--- src/rtl/prio_enc_seq_if.sv ---
// rtl/prio_enc_seq_if.sv - request/index handshake bundle for prio_enc_seq
interface prio_enc_seq_if #(
    parameter int N = 8
);
    localparam int IDX_W = $clog2(N);

    logic [N-1:0]     req_in;
    logic             req_vld;
    logic             req_rdy;
    logic [IDX_W-1:0] idx_out;
    logic             idx_vld;
    logic             idx_rdy;
    logic [IDX_W:0]   pend_cnt;
    logic             zero_err;

    modport master (
        output req_in, req_vld, idx_rdy,
        input  req_rdy, idx_out, idx_vld, pend_cnt, zero_err
    );

    modport slave (
        input  req_in, req_vld, idx_rdy,
        output req_rdy, idx_out, idx_vld, pend_cnt, zero_err
    );
endinterface

--- src/rtl/prio_enc_seq.sv ---
// rtl/prio_enc_seq.sv - sequential multi-hot to index encoder; ROUND_ROBIN_EN selects rotating priority
module prio_enc_seq #(
    parameter int N = 8
) (
    input  logic          clk,
    input  logic          rst_n,
    prio_enc_seq_if.slave bus
);
    localparam int IDX_W = $clog2(N);

    typedef enum logic {IDLE = 1'b0, SCAN = 1'b1} state_t;

    state_t           state_q, state_d;
    logic [N-1:0]     pending_q, pending_d;
    logic [IDX_W:0]   pend_cnt_q, pend_cnt_d;
    logic             zero_err_q, zero_err_d;
    logic [IDX_W-1:0] sel_idx;
    logic [IDX_W:0]   req_pop;
`ifdef ROUND_ROBIN_EN
    logic [IDX_W-1:0] ptr_q, ptr_d;
`endif

    always_comb begin
        req_pop = '0;
        for (int i = 0; i < N; i++) begin
            req_pop = req_pop + (IDX_W+1)'(bus.req_in[IDX_W'(i)]);
        end
    end

    // Selection is decoded from the registered pending word only, so idx_out cannot glitch on inputs.
`ifdef ROUND_ROBIN_EN
    always_comb begin
        logic             found;
        logic [IDX_W-1:0] cand;
        int               j;
        sel_idx = '0;
        found   = 1'b0;
        for (int k = 0; k < N; k++) begin
            j = int'(ptr_q) + k;
            if (j >= N) j = j - N;
            cand = IDX_W'(j);
            if (!found && pending_q[cand]) begin
                sel_idx = cand;
                found   = 1'b1;
            end
        end
    end
`else
    always_comb begin
        sel_idx = '0;
        for (int i = N - 1; i >= 0; i--) begin
            if (pending_q[IDX_W'(i)]) sel_idx = IDX_W'(i);
        end
    end
`endif

    always_ff @(posedge clk or negedge rst_n) begin
        if (!rst_n) begin
            state_q    <= IDLE;
            pending_q  <= '0;
            pend_cnt_q <= '0;
            zero_err_q <= 1'b0;
`ifdef ROUND_ROBIN_EN
            ptr_q      <= '0;
`endif
        end else begin
            state_q    <= state_d;
            pending_q  <= pending_d;
            pend_cnt_q <= pend_cnt_d;
            zero_err_q <= zero_err_d;
`ifdef ROUND_ROBIN_EN
            ptr_q      <= ptr_d;
`endif
        end
    end

    always_comb begin
        state_d    = state_q;
        pending_d  = pending_q;
        pend_cnt_d = pend_cnt_q;
        zero_err_d = 1'b0;
`ifdef ROUND_ROBIN_EN
        ptr_d      = ptr_q;
`endif
        case (state_q)
            IDLE: begin
                if (bus.req_vld) begin
                    if (bus.req_in != '0) begin
                        pending_d  = bus.req_in;
                        pend_cnt_d = req_pop;
                        state_d    = SCAN;
                    end else begin
                        zero_err_d = 1'b1;
                    end
                end
            end
            SCAN: begin
                if (bus.idx_rdy) begin
                    pending_d  = pending_q & ~(N'(1) << sel_idx);
                    pend_cnt_d = pend_cnt_q - (IDX_W+1)'(1);
`ifdef ROUND_ROBIN_EN
                    ptr_d = (sel_idx == IDX_W'(N - 1)) ? '0 : sel_idx + IDX_W'(1);
`endif
                    if (pend_cnt_q == (IDX_W+1)'(1)) state_d = IDLE;
                end
            end
            default: state_d = IDLE;
        endcase
    end

    always_comb begin
        bus.req_rdy  = (state_q == IDLE);
        bus.idx_vld  = (state_q == SCAN);
        bus.idx_out  = (state_q == SCAN) ? sel_idx : '0;
        bus.pend_cnt = pend_cnt_q;
        bus.zero_err = zero_err_q;
    end
endmodule

--- src/flat_wrapper.sv ---
// flat-port wrapper written by rule: the top's interface ports become plain ports
module prio_enc_seq_flat 
#(
    parameter int N = 8
)
  (clk, rst_n, bus_req_in, bus_req_vld, bus_idx_rdy, bus_req_rdy, bus_idx_out, bus_idx_vld, bus_pend_cnt, bus_zero_err);
  prio_enc_seq_if #(.N(N)) bus_i ();
  input  logic clk;
  input  logic rst_n;
  input wire logic [$bits(bus_i.req_in)-1:0] bus_req_in;
  input wire logic [$bits(bus_i.req_vld)-1:0] bus_req_vld;
  input wire logic [$bits(bus_i.idx_rdy)-1:0] bus_idx_rdy;
  output wire logic [$bits(bus_i.req_rdy)-1:0] bus_req_rdy;
  output wire logic [$bits(bus_i.idx_out)-1:0] bus_idx_out;
  output wire logic [$bits(bus_i.idx_vld)-1:0] bus_idx_vld;
  output wire logic [$bits(bus_i.pend_cnt)-1:0] bus_pend_cnt;
  output wire logic [$bits(bus_i.zero_err)-1:0] bus_zero_err;
  assign bus_i.req_in = bus_req_in;
  assign bus_i.req_vld = bus_req_vld;
  assign bus_i.idx_rdy = bus_idx_rdy;
  assign bus_req_rdy = bus_i.req_rdy;
  assign bus_idx_out = bus_i.idx_out;
  assign bus_idx_vld = bus_i.idx_vld;
  assign bus_pend_cnt = bus_i.pend_cnt;
  assign bus_zero_err = bus_i.zero_err;
  prio_enc_seq #(.N(N)) u_core (.clk(clk), .rst_n(rst_n), .bus(bus_i));
endmodule
--- config.mk ---
export PLATFORM = sky130hd
export DESIGN_NAME = prio_enc_seq_flat
export DESIGN_NICKNAME = d
export VERILOG_FILES = /design/src/rtl/prio_enc_seq_if.sv /design/src/rtl/prio_enc_seq.sv /design/src/flat_wrapper.sv
export SDC_FILE = /design/constraint.sdc
export NUM_CORES = 1
export LEC_CHECK = 0
export BUFFER_PORTS_ARGS = -buffer_cell sky130_fd_sc_hd__buf_4
export CORE_AREA = 2 2 39 41
export DETAILED_ROUTE_END_ITERATION = 16
export DIE_AREA = 0 0 41 43
export PLACE_DENSITY = 0.67
export SETUP_SLACK_MARGIN = 0.3
export SKIP_CTS_REPAIR_TIMING = 1
export SLEW_MARGIN = 40
export SYNTH_ARGS = -nofsm -noshare
export SYNTH_HDL_FRONTEND = slang
export SYNTH_SLANG_ARGS = --single-unit
--- constraint.sdc ---
create_clock -name clk -period 1.2 [get_ports clk]
set_input_delay 0.36 -clock clk [delete_from_list [all_inputs] [get_ports clk]]
set_output_delay 0.36 -clock clk [all_outputs]
set_load 0.1 [all_outputs]
Yosys cells after proc, flatten, opt, wreduce, memory -nomap -nowiden

Cells that the tools add are included.

Word-level logic and storage cells: 34
Input port bits: 12
Flip-flop bits (word level): 14

Muxes and demuxes: 19
Shift operators: 1
Bitwise operators: 3
Add/sub/neg operators: 1
Reduce and logical (&&, ||, !) cells: 2
Equality and inequality tests: 4

Operators with widths:

| kind                                                                    | count |
|---|---|
| 8-bit two-way mux                                                       | 3 |
| 8-bit case mux with 2 select lines                                      | 1 |
| 3-bit two-way mux                                                       | 5 |
| 8-bit bitwise AND                                                       | 1 |
| 4-bit two-way mux                                                       | 2 |
| 8-bit NOT                                                               | 1 |
| 8-bit nonzero test                                                      | 1 |
| 1-bit by 3-bit left shift with 8-bit output, first input constant       | 1 |
| 1-bit two-way mux                                                       | 7 |
| 4-bit by 1-bit equality test with 1-bit output, second input constant   | 1 |
| 2-bit inequality test, second input constant                            | 2 |
| 4-bit by 1-bit subtractor with 4-bit output, second input constant      | 1 |
| 3-bit AND reduction                                                     | 1 |
| 2-bit by 1-bit inequality test with 1-bit output, second input constant | 1 |
| 1-bit case mux with 2 select lines                                      | 1 |
| 1-bit NOT                                                               | 1 |

Logic depth before layout (Yosys ltp)

Gate-level depths: netlist of run 1.

Word-level depth: 9
Gate-level depth with buffers: 4
Gate-level depth less buffers: 4

Worst setup path before layout of run 1

No wires, ideal clock.

Path type: register to output
Start: register u_core.state_q (netlist: u_core.bus.idx_vld)
End: output port bus_idx_out[0]
Cell stages (with the launch flop): 3
Setup slack: -1.815 ns
Buffers on the path: 0
Arrival time: 2.655 ns
Path through: dfrtp_1 -> nand2_1 -> a21oi_1

Word-level cells in the longest chain between the ends: 1

Ends and longest elaborated chain:

| what                   | RTL line            | source |
|---|---|---|
| start, declared        | prio_enc_seq.sv:13  | `state_t state_q, state_d;` |
| start signal, assigned | prio_enc_seq.sv:67  | `state_q <= state_d;` |
| 3-bit two-way mux      | prio_enc_seq.sv:114 | `bus.idx_out = (state_q == SCAN) ? sel_idx : '0;` |
| end, declared          | flat_wrapper.sv:14  | `output wire logic [$bits(bus_i.idx_out)-1:0] bus_idx_out;` |

Every way passes these cells.

Worst setup path after layout of run 1

Start: register u_core.pending_q[0]
End: output port bus_idx_out[0]

Word-level cells in the longest chain between the ends: 2

Ends and longest elaborated chain:

| what                   | RTL line            | source |
|---|---|---|
| start, declared        | prio_enc_seq.sv:14  | `logic [N-1:0] pending_q, pending_d;` |
| start signal, assigned | prio_enc_seq.sv:68  | `pending_q <= pending_d;` |
| 3-bit two-way mux      | prio_enc_seq.sv:52  | `if (pending_q[IDX_W'(i)]) sel_idx = IDX_W'(i);` |
| 3-bit two-way mux      | prio_enc_seq.sv:114 |  |

Every way passes these cells.

==> impl_metrics.json, run 1 <==
{
  "yosysTopAreaCellShare": 0.4615,
  "fin_area_um2": 953.4,
  "hold_class": "in -> reg",
  "die_w_um": 41,
  "gp_congestion": 0.7154,
  "rsz0062_at_grt": "yes",
  "grt_usage": 0.1442,
  "drtPass1Iterations": 5,
  "arrival_ns": 1.12,
  "skew_ns": 0.003393,
  "maxCapViolCount": 0,
  "yosys.cell_count.top_type": "dfrtp_1",
  "reg2regPathDepth": 4,
  "hp-start": "bus_idx_rdy",
  "die_h_um": 43,
  "setup_ws_ns": -0.2828,
  "yosysWarningCount": 0,
  "wl_per_cell_um": 12.93,
  "cts.sinks": 9,
  "top_layer": "met3",
  "ys_top_cells_by_count": "9 x dfrtp_1, 5 x inv_1, 4 x nand2_1",
  "syn_area_um2": 488.0,
  "antenna_found_initial": 0,
  "r2r_start": "u_core.bus.idx_vld",
  "synth_edf_count": 0,
  "setup_viol": 16,
  "port_buffers": 20,
  "drc_errors": 0,
  "path_max_fanout": 2,
  "clockBufferDepth": 2,
  "routed_via_density": 4.735,
  "clk_pin_slew_ns": 0.06,
  "synth_top_cells_by_area": "dfrtp_1 46%, xnor2_1 5.4%, ha_1 5.1%",
  "crit_end": "bus_idx_out[0]",
  "syn_area_per_cell_um2": 10.61,
  "cts_tree": "built",
  "yosysTopAreaCell": "dfrtp_1",
  "clockRootBuffer": "clkbuf_4",
  "rows": 14,
  "rrSetupSlack_ns": -0.16,
  "grt_pass1_vias": 425,
  "layout-drive-gt1-share": 0.6463,
  "vias": 464,
  "route.met2.wl_um": 716,
  "synth_cells": 46,
  "final_cells": 98,
  "place_ws_ns": -0.2086,
  "met1Wirelength_um": 470,
  "cts_buffers": 3,
  "synth_cell_types": 24,
  "ys_seq_area_frac": 0.4615,
  "start_kind": "flop",
  "nNetsFinal": 97,
  "drt_iter0_drc": 8,
  "io_pins": 22,
  "run_status": "finished, violations left",
  "final-hold-violation-count": 0,
  "slew_violations": 0,
  "fp.dieArea_um2": 1763,
  "ant_nets": 0,
  "ys.flop_type": "dfrtp_1",
  "crit_type": "reg -> out",
  "setup_tns_ns": -2.218,
  "diodes": 0,
  "setup.worst_path.start": "u_core.pending_q[0]",
  "grt_max_degree": 10,
  "placed_cells": 88,
  "fin_crit_ns": 1.483,
  "worstSetupEndpointType": "output pin",
  "route.met3.wl_um": 81,
  "drt_wl_total_mm": 1.267,
  "crit_required_ns": 0.84,
  "grt_pass1_wl_mm": 1.725,
  "synth-seq-cells": 9,
  "max_freq_mhz": 674.4,
  "holdPathStages": 2,
  "core_area_um2": 1384,
  "violations": "setup timing",
  "n_fill_cell": 109,
  "placed_area_um2": 752.0,
  "syn-num-nets": 60,
  "area_growth_pct": 95.38,
  "start_util": 0.3526,
  "overflow": 0,
  "hpwl_um": 895.8,
  "fin_crit_sh": 1.236,
  "r2r-end": "u_core.pending_q[1]",
  "insertion_delay_ns": 0.26,
  "htree_num_levels": 1,
  "ys_async_sr_fraction": 1.000
}
[per-stage QoR]
stage | hold slack [ns] | utilization
floorplan | 0.06441 | -
global placement | 0.1907 | 0.5434
detailed placement | 0.1944 | 0.5434
CTS | -0.08549 | 0.5624
global route | 0.3387 | 0.6890
finish | 0.3379 | 0.6890
[worst min path at each step]
stage	to	slack (ns)
floorplan	u_core.pending_q[0]	0.06
global placement	u_core.bus.zero_err	0.19
detailed placement	u_core.bus.zero_err	0.19
CTS	u_core.bus.zero_err	-0.09
global route	u_core.pending_q[1]	0.34
finish	u_core.pending_q[1]	0.34
[per-layer routing]
layer | vias up | GRT usage
met5 | - | 0
met3 | 0 | 0.03141
met4 | 0 | 0.06000
met1 | 222 | 0.1600
li1 | 225 | -
met2 | 17 | 0.2469
[state kept, by name (all words and copies together), names as in the netlist]
signal,count
u_core.bus.idx_vld,1
u_core.bus.pend_cnt,4
u_core.bus.zero_err,1
u_core.pending_q,3
[worst max-delay path: stages, from the launching register on]
cell	delay, ns
dfrtp_1	0.39
inv_2	0.08
nand2_4	0.06
a21oi_4	0.13
buf_12	0.19
[kinds of logic after synthesis]
| logic type | count (synthesis) | share of synthesized area |
|---|---|---|
| and+or+nand+nor | 14 | 0.1923 |
| muxes | 2 | 0.04103 |
| adders and majority gates | 2 | 0.05127 |
| DFF | 9 | 0.4615 |
| AOI/OAI and AO/OA | 9 | 0.1385 |
| other | 1 | 0.007685 |
| buffers and inverters | 6 | 0.05386 |
| xor gates and xnor gates | 3 | 0.05386 |
[placed cells by master, fill, tap and decap left out, types with 2 or more instances in the layout]
cell type  count
buf_4         21
buf_12         9
dfrtp_4        6
xnor2_1        3
nand2_1        3
clkbuf_4       3
dfrtp_1        3
inv_1          2
inv_4          2
o21ai_1        2
o31ai_1        2
mux2i_1        2
buf_6          2
[cell type report]
cell class | instances | area (um^2) | share of cell area
Timing Repair Buffer | 33 | 370.4 | 0.3885
Multi-Input combinational cell | 31 | 265.3 | 0.2782
Sequential cell | 9 | 247.7 | 0.2598
Clock buffer | 4 | 26.28 | 0.02756
Inverter | 5 | 23.77 | 0.02493
Tap cell | 16 | 20.02 | 0.02100
Power of run 1 is left out: the tool's default activity adds up to more than one toggle a clock period on the data nets, which glitch-free logic cannot reach.
==> run 2: changes to the inputs <==
Settings changed: BUFFER_PORTS_ARGS -buffer_cell sky130_fd_sc_hd__buf_4 to -buffer_cell sky130_fd_sc_hd__buf_2, CORE_AREA 2 2 39 41 to default, CORE_UTILIZATION from default to 35, DIE_AREA 0 0 41 43 to default, PLACE_DENSITY 0.67 to default.
==> run 2 against run 1 <==
Worst hold slack gained 0.0019 ns. Highest routed layer is now met4. Critical path depth stayed put. Final cell count decreased by 1.0%. Sequential share of layout area up 0.70 points. Via count increased by 0.22%. Sequential cell count unchanged. The flow still finishes with violations (setup timing).
==> impl_metrics.json, run 2 (synthesized netlist as in run 1, its figures left out) <==
{
  "die_w_um": 39.34,
  "path_buf_inv": 2,
  "nNetsFinal": 97,
  "run_status": "finished, violations left",
  "slew_violations": 0,
  "register_area_um2": 247.7,
  "grt_pass1_vias": 387,
  "area_growth_pct": 90.26,
  "worstSetupEndpointType": "output pin",
  "fin_crit_sh": 1.233,
  "grt_usage": 0.1605,
  "violations": "setup timing",
  "die_h_um": 39.34,
  "fp.dieArea_um2": 1548,
  "drtPass1Iterations": 3,
  "core_area_um2": 1301,
  "drt_iter0_drc": 8,
  "cp_num_cells": 4,
  "vias": 465,
  "gp_congestion": 0.8012,
  "setup.worst_path.start": "u_core.pending_q[0]",
  "path_cells": "inv_2 > nand2_4 > a21oi_4 > buf_12",
  "drc_errors": 0,
  "diodes": 0,
  "rsz0062_at_grt": "yes",
  "cts.sinks": 9,
  "fin_crit_ns": 1.480,
  "hold_class": "in -> reg",
  "clk_pin_slew_ns": 0.06,
  "port_buffers": 20,
  "reg2regPathDepth": 5,
  "cts_buffers": 3,
  "rrSetupSlack_ns": -0.24,
  "maxCapViolCount": 0,
  "n_fill_cell": 104,
  "grt_pass1_wl_mm": 1.511,
  "layout-drive-gt1-share": 0.6463,
  "path_max_fanout": 2,
  "layout_common_cells": "11 x buf_2, 11 x buf_4, 9 x buf_12",
  "multi_input_area_um2": 275.3,
  "ant_nets": 0,
  "largest_register_ffs": 4,
  "htree_num_levels": 1,
  "cts_tree": "built",
  "cp_slowest_cell": "dfrtp_1",
  "grt_max_degree": 10,
  "routed_via_density": 4.794,
  "clockBufferDepth": 2,
  "start_util": 0.3750,
  "final_util": 0.7135,
  "arrival_ns": 1.12,
  "crit_end": "bus_idx_out[0]",
  "crit_type": "reg -> out",
  "insertion_delay_ns": 0.26,
  "start_kind": "flop",
  "r2r-end": "u_core.pending_q[1]",
  "critical_path.max_stage_delay_ns": 0.40,
  "cpLargestDelayFamily": "flip-flops",
  "rows": 13,
  "wl_per_cell_um": 10.64,
  "crit_required_ns": 0.84,
  "setup_viol": 17,
  "drt_wl_total_mm": 1.032,
  "io_pins": 22,
  "setup_ws_ns": -0.2798,
  "antenna_found_initial": 0,
  "clockRootBuffer": "clkbuf_4",
  "hpwl_um": 792.8,
  "overflow": 0,
  "r2r_start": "u_core.bus.idx_vld",
  "final-hold-violation-count": 0,
  "max_freq_mhz": 675.8,
  "skew_ns": 0.003967
}
## run 2: cell counts in the layout (fill, tap and decap cells not counted)
Identical to the previous run, type by type.
## run 2: worst min-delay path by stage
stage | start | to | slack, ns | cells after the start
global route | bus_idx_rdy | u_core.pending_q[1] | 0.34 | 2
floorplan | rst_n | u_core.pending_q[0] | 0.06 | 0
detailed placement | rst_n | u_core.bus.pend_cnt[2] | 0.22 | 1
CTS | rst_n | u_core.bus.pend_cnt[2] | -0.06 | 1
finish | bus_idx_rdy | u_core.pending_q[1] | 0.34 | 2
global placement | rst_n | u_core.bus.pend_cnt[2] | 0.22 | 1
## run 2: metal layers
metal	vias to the layer above	track usage	share of wire
met2	12	0.2542	0.49
li1	230	-	-
met1	219	0.1731	0.43
met3	4	0.03409	0.036
met5	-	0	0
met4	0	0.1552	0.040
## run 2: area by class of cell
class,instances,area share
clock buffers,4,0.02830
inverters,5,0.02291
multi-input cells,31,0.2965
flip-flops and latches,9,0.2668
well taps,15,0.02022
repair buffers,33,0.3652
## run 2: per-stage QoR
stage	cell area, um^2	setup slack [ns]	std cells	hold WS [ns]	setup TNS, ns
2_1_floorplan	536.8	-0.4559	46	0.06441	-2.760
3_3_place_gp	835.8	-0.1693	87	0.2201	-0.8783
3_5_place_dp	835.8	-0.2041	87	0.2188	-1.109
4_1_cts	862.1	-0.3682	91	-0.05855	-2.250
5_1_grt	928.4	-0.3114	97	0.3403	-3.524
6_report	928.4	-0.2798	97	0.3398	-2.772
Power of run 2 is left out for the same reason.
==> run 3: changes to the inputs <==
Settings changed: CORE_AREA from default to 2 2 39 41, CORE_UTILIZATION 35 to default, DIE_AREA from default to 0 0 41 43, PLACE_DENSITY from default to 0.67.
==> run 3 against run 2 <==
The flow still finishes with violations (setup timing). Highest routed layer unchanged. Die area is 14% higher. Register-to-register slack worse by 0.06 ns. Maximum frequency is 2.7% lower. Largest cell class unchanged. Critical path type unchanged.
==> impl_metrics.json, run 3 (synthesized netlist as in run 1, its figures left out) <==
{
  "drt_wl_total_mm": 1.206,
  "port_buffers": 20,
  "busiest_layer": "met2",
  "max_freq_mhz": 657.7,
  "nNetsFinal": 98,
  "cts_buffers": 3,
  "setup_viol": 17,
  "met2_usage": 0.2406,
  "vias": 473,
  "crit_type": "reg -> out",
  "skew_ns": 0.002540,
  "drt_iter0_drc": 3,
  "grt_pass1_wl_mm": 1.814,
  "path_buf_inv": 2,
  "fin_area_um2": 945.9,
  "diodes": 0,
  "largest_register_ffs": 4,
  "layout_common_cells": "12 x buf_4, 11 x buf_2, 9 x buf_12",
  "place_ws_ns": -0.2082,
  "setup.worst_path.start": "u_core.bus.idx_vld",
  "cts_tree": "built",
  "wl_per_cell_um": 12.18,
  "grt.met3_usage": 0.03141,
  "hpwl_um": 878.2,
  "violations": "setup timing",
  "cp_num_cells": 4,
  "rsz0062_at_grt": "yes",
  "routed_via_density": 4.778,
  "placed_area_um2": 829.5,
  "gp_congestion": 0.7269,
  "path_cells": "buf_6 > nand2_4 > a21oi_4 > buf_12",
  "layout-drive-gt1-share": 0.6627,
  "die_w_um": 41,
  "worstSetupEndpointType": "output pin",
  "rrSetupSlack_ns": -0.30,
  "path_max_fanout": 4,
  "cts.sinks": 9,
  "clockBufferDepth": 2,
  "r2r_start": "u_core.bus.idx_vld",
  "fin_crit_ns": 1.520,
  "drtPass1Iterations": 3,
  "area_growth_pct": 93.85,
  "die_h_um": 43,
  "clockRootBuffer": "clkbuf_4",
  "arrival_ns": 1.16,
  "insertion_delay_ns": 0.26,
  "r2r-end": "u_core.pending_q[1]",
  "io_pins": 22,
  "maxCapViolCount": 0,
  "hold_class": "in -> reg",
  "ant_nets": 0,
  "grt_usage": 0.1568,
  "htree_num_levels": 1,
  "grt_max_degree": 10,
  "final-hold-violation-count": 0,
  "overflow": 0,
  "antenna_found_initial": 0,
  "cp_slowest_cell": "dfrtp_4",
  "drc_errors": 0,
  "rows": 14,
  "hp-start": "bus_idx_rdy",
  "start_kind": "flop",
  "reg2regPathDepth": 5,
  "slew_violations": 0,
  "start_util": 0.3526,
  "final_common_cell": "buf_4",
  "met1_usage": 0.1886,
  "cpLargestDelayFamily": "flip-flops",
  "fin_crit_sh": 1.267,
  "fp.dieArea_um2": 1763,
  "crit_end": "bus_idx_out[0]",
  "grt_pass1_vias": 437,
  "clk_pin_slew_ns": 0.06,
  "setup_ws_ns": -0.3204,
  "crit_required_ns": 0.84,
  "run_status": "finished, violations left",
  "critical_path.max_stage_delay_ns": 0.41,
  "core_area_um2": 1384
}
run 3: cell count changes in the layout (fill, tap and decap cells not counted), sizes merged:
| cell | previous run | this run |
|---|---|---|
| buf | 32 | 33 |
run 3: layout make-up:
| cell class | instances | area, um^2 |
|---|---|---|
| well taps | 16 | 20.02 |
| clock buffers | 4 | 26.28 |
| flip-flops and latches | 9 | 247.7 |
| inverters | 5 | 18.77 |
| repair buffers | 34 | 346.6 |
| multi-input cells | 31 | 286.5 |
| fillers | 116 | 437.9 |
run 3: how the worst min path moves through the flow:
stage / endpoint / slack, ns / cells past startpoint
finish: u_core.pending_q[1] / 0.33 / 2
global route: u_core.pending_q[1] / 0.35 / 2
CTS: u_core.pending_q[2] / -0.06 / 1
detailed placement: u_core.pending_q[2] / 0.23 / 1
global placement: u_core.bus.zero_err / 0.22 / 1
floorplan: u_core.pending_q[0] / 0.06 / 0
run 3: metrics by stage:
stage                       util  TNS, ns  std cells  hold WS (ns)
after detailed placement  0.5995   -1.287         87        0.2303
final                     0.6835   -3.365         99        0.3312
after global routing      0.6835   -4.100         99        0.3481
after floorplan                -   -2.760         46       0.06441
after global placement    0.5995   -1.063         87        0.2222
after CTS                 0.6184   -2.543         91      -0.05853
run 3: metal layers:
layer / vias up / routed length, um
met5: - / 0
met4: 0 / 29
met3: 4 / 65
met2: 15 / 612
met1: 225 / 498
li1: 229 / -
Power of run 3 is left out for the same reason.
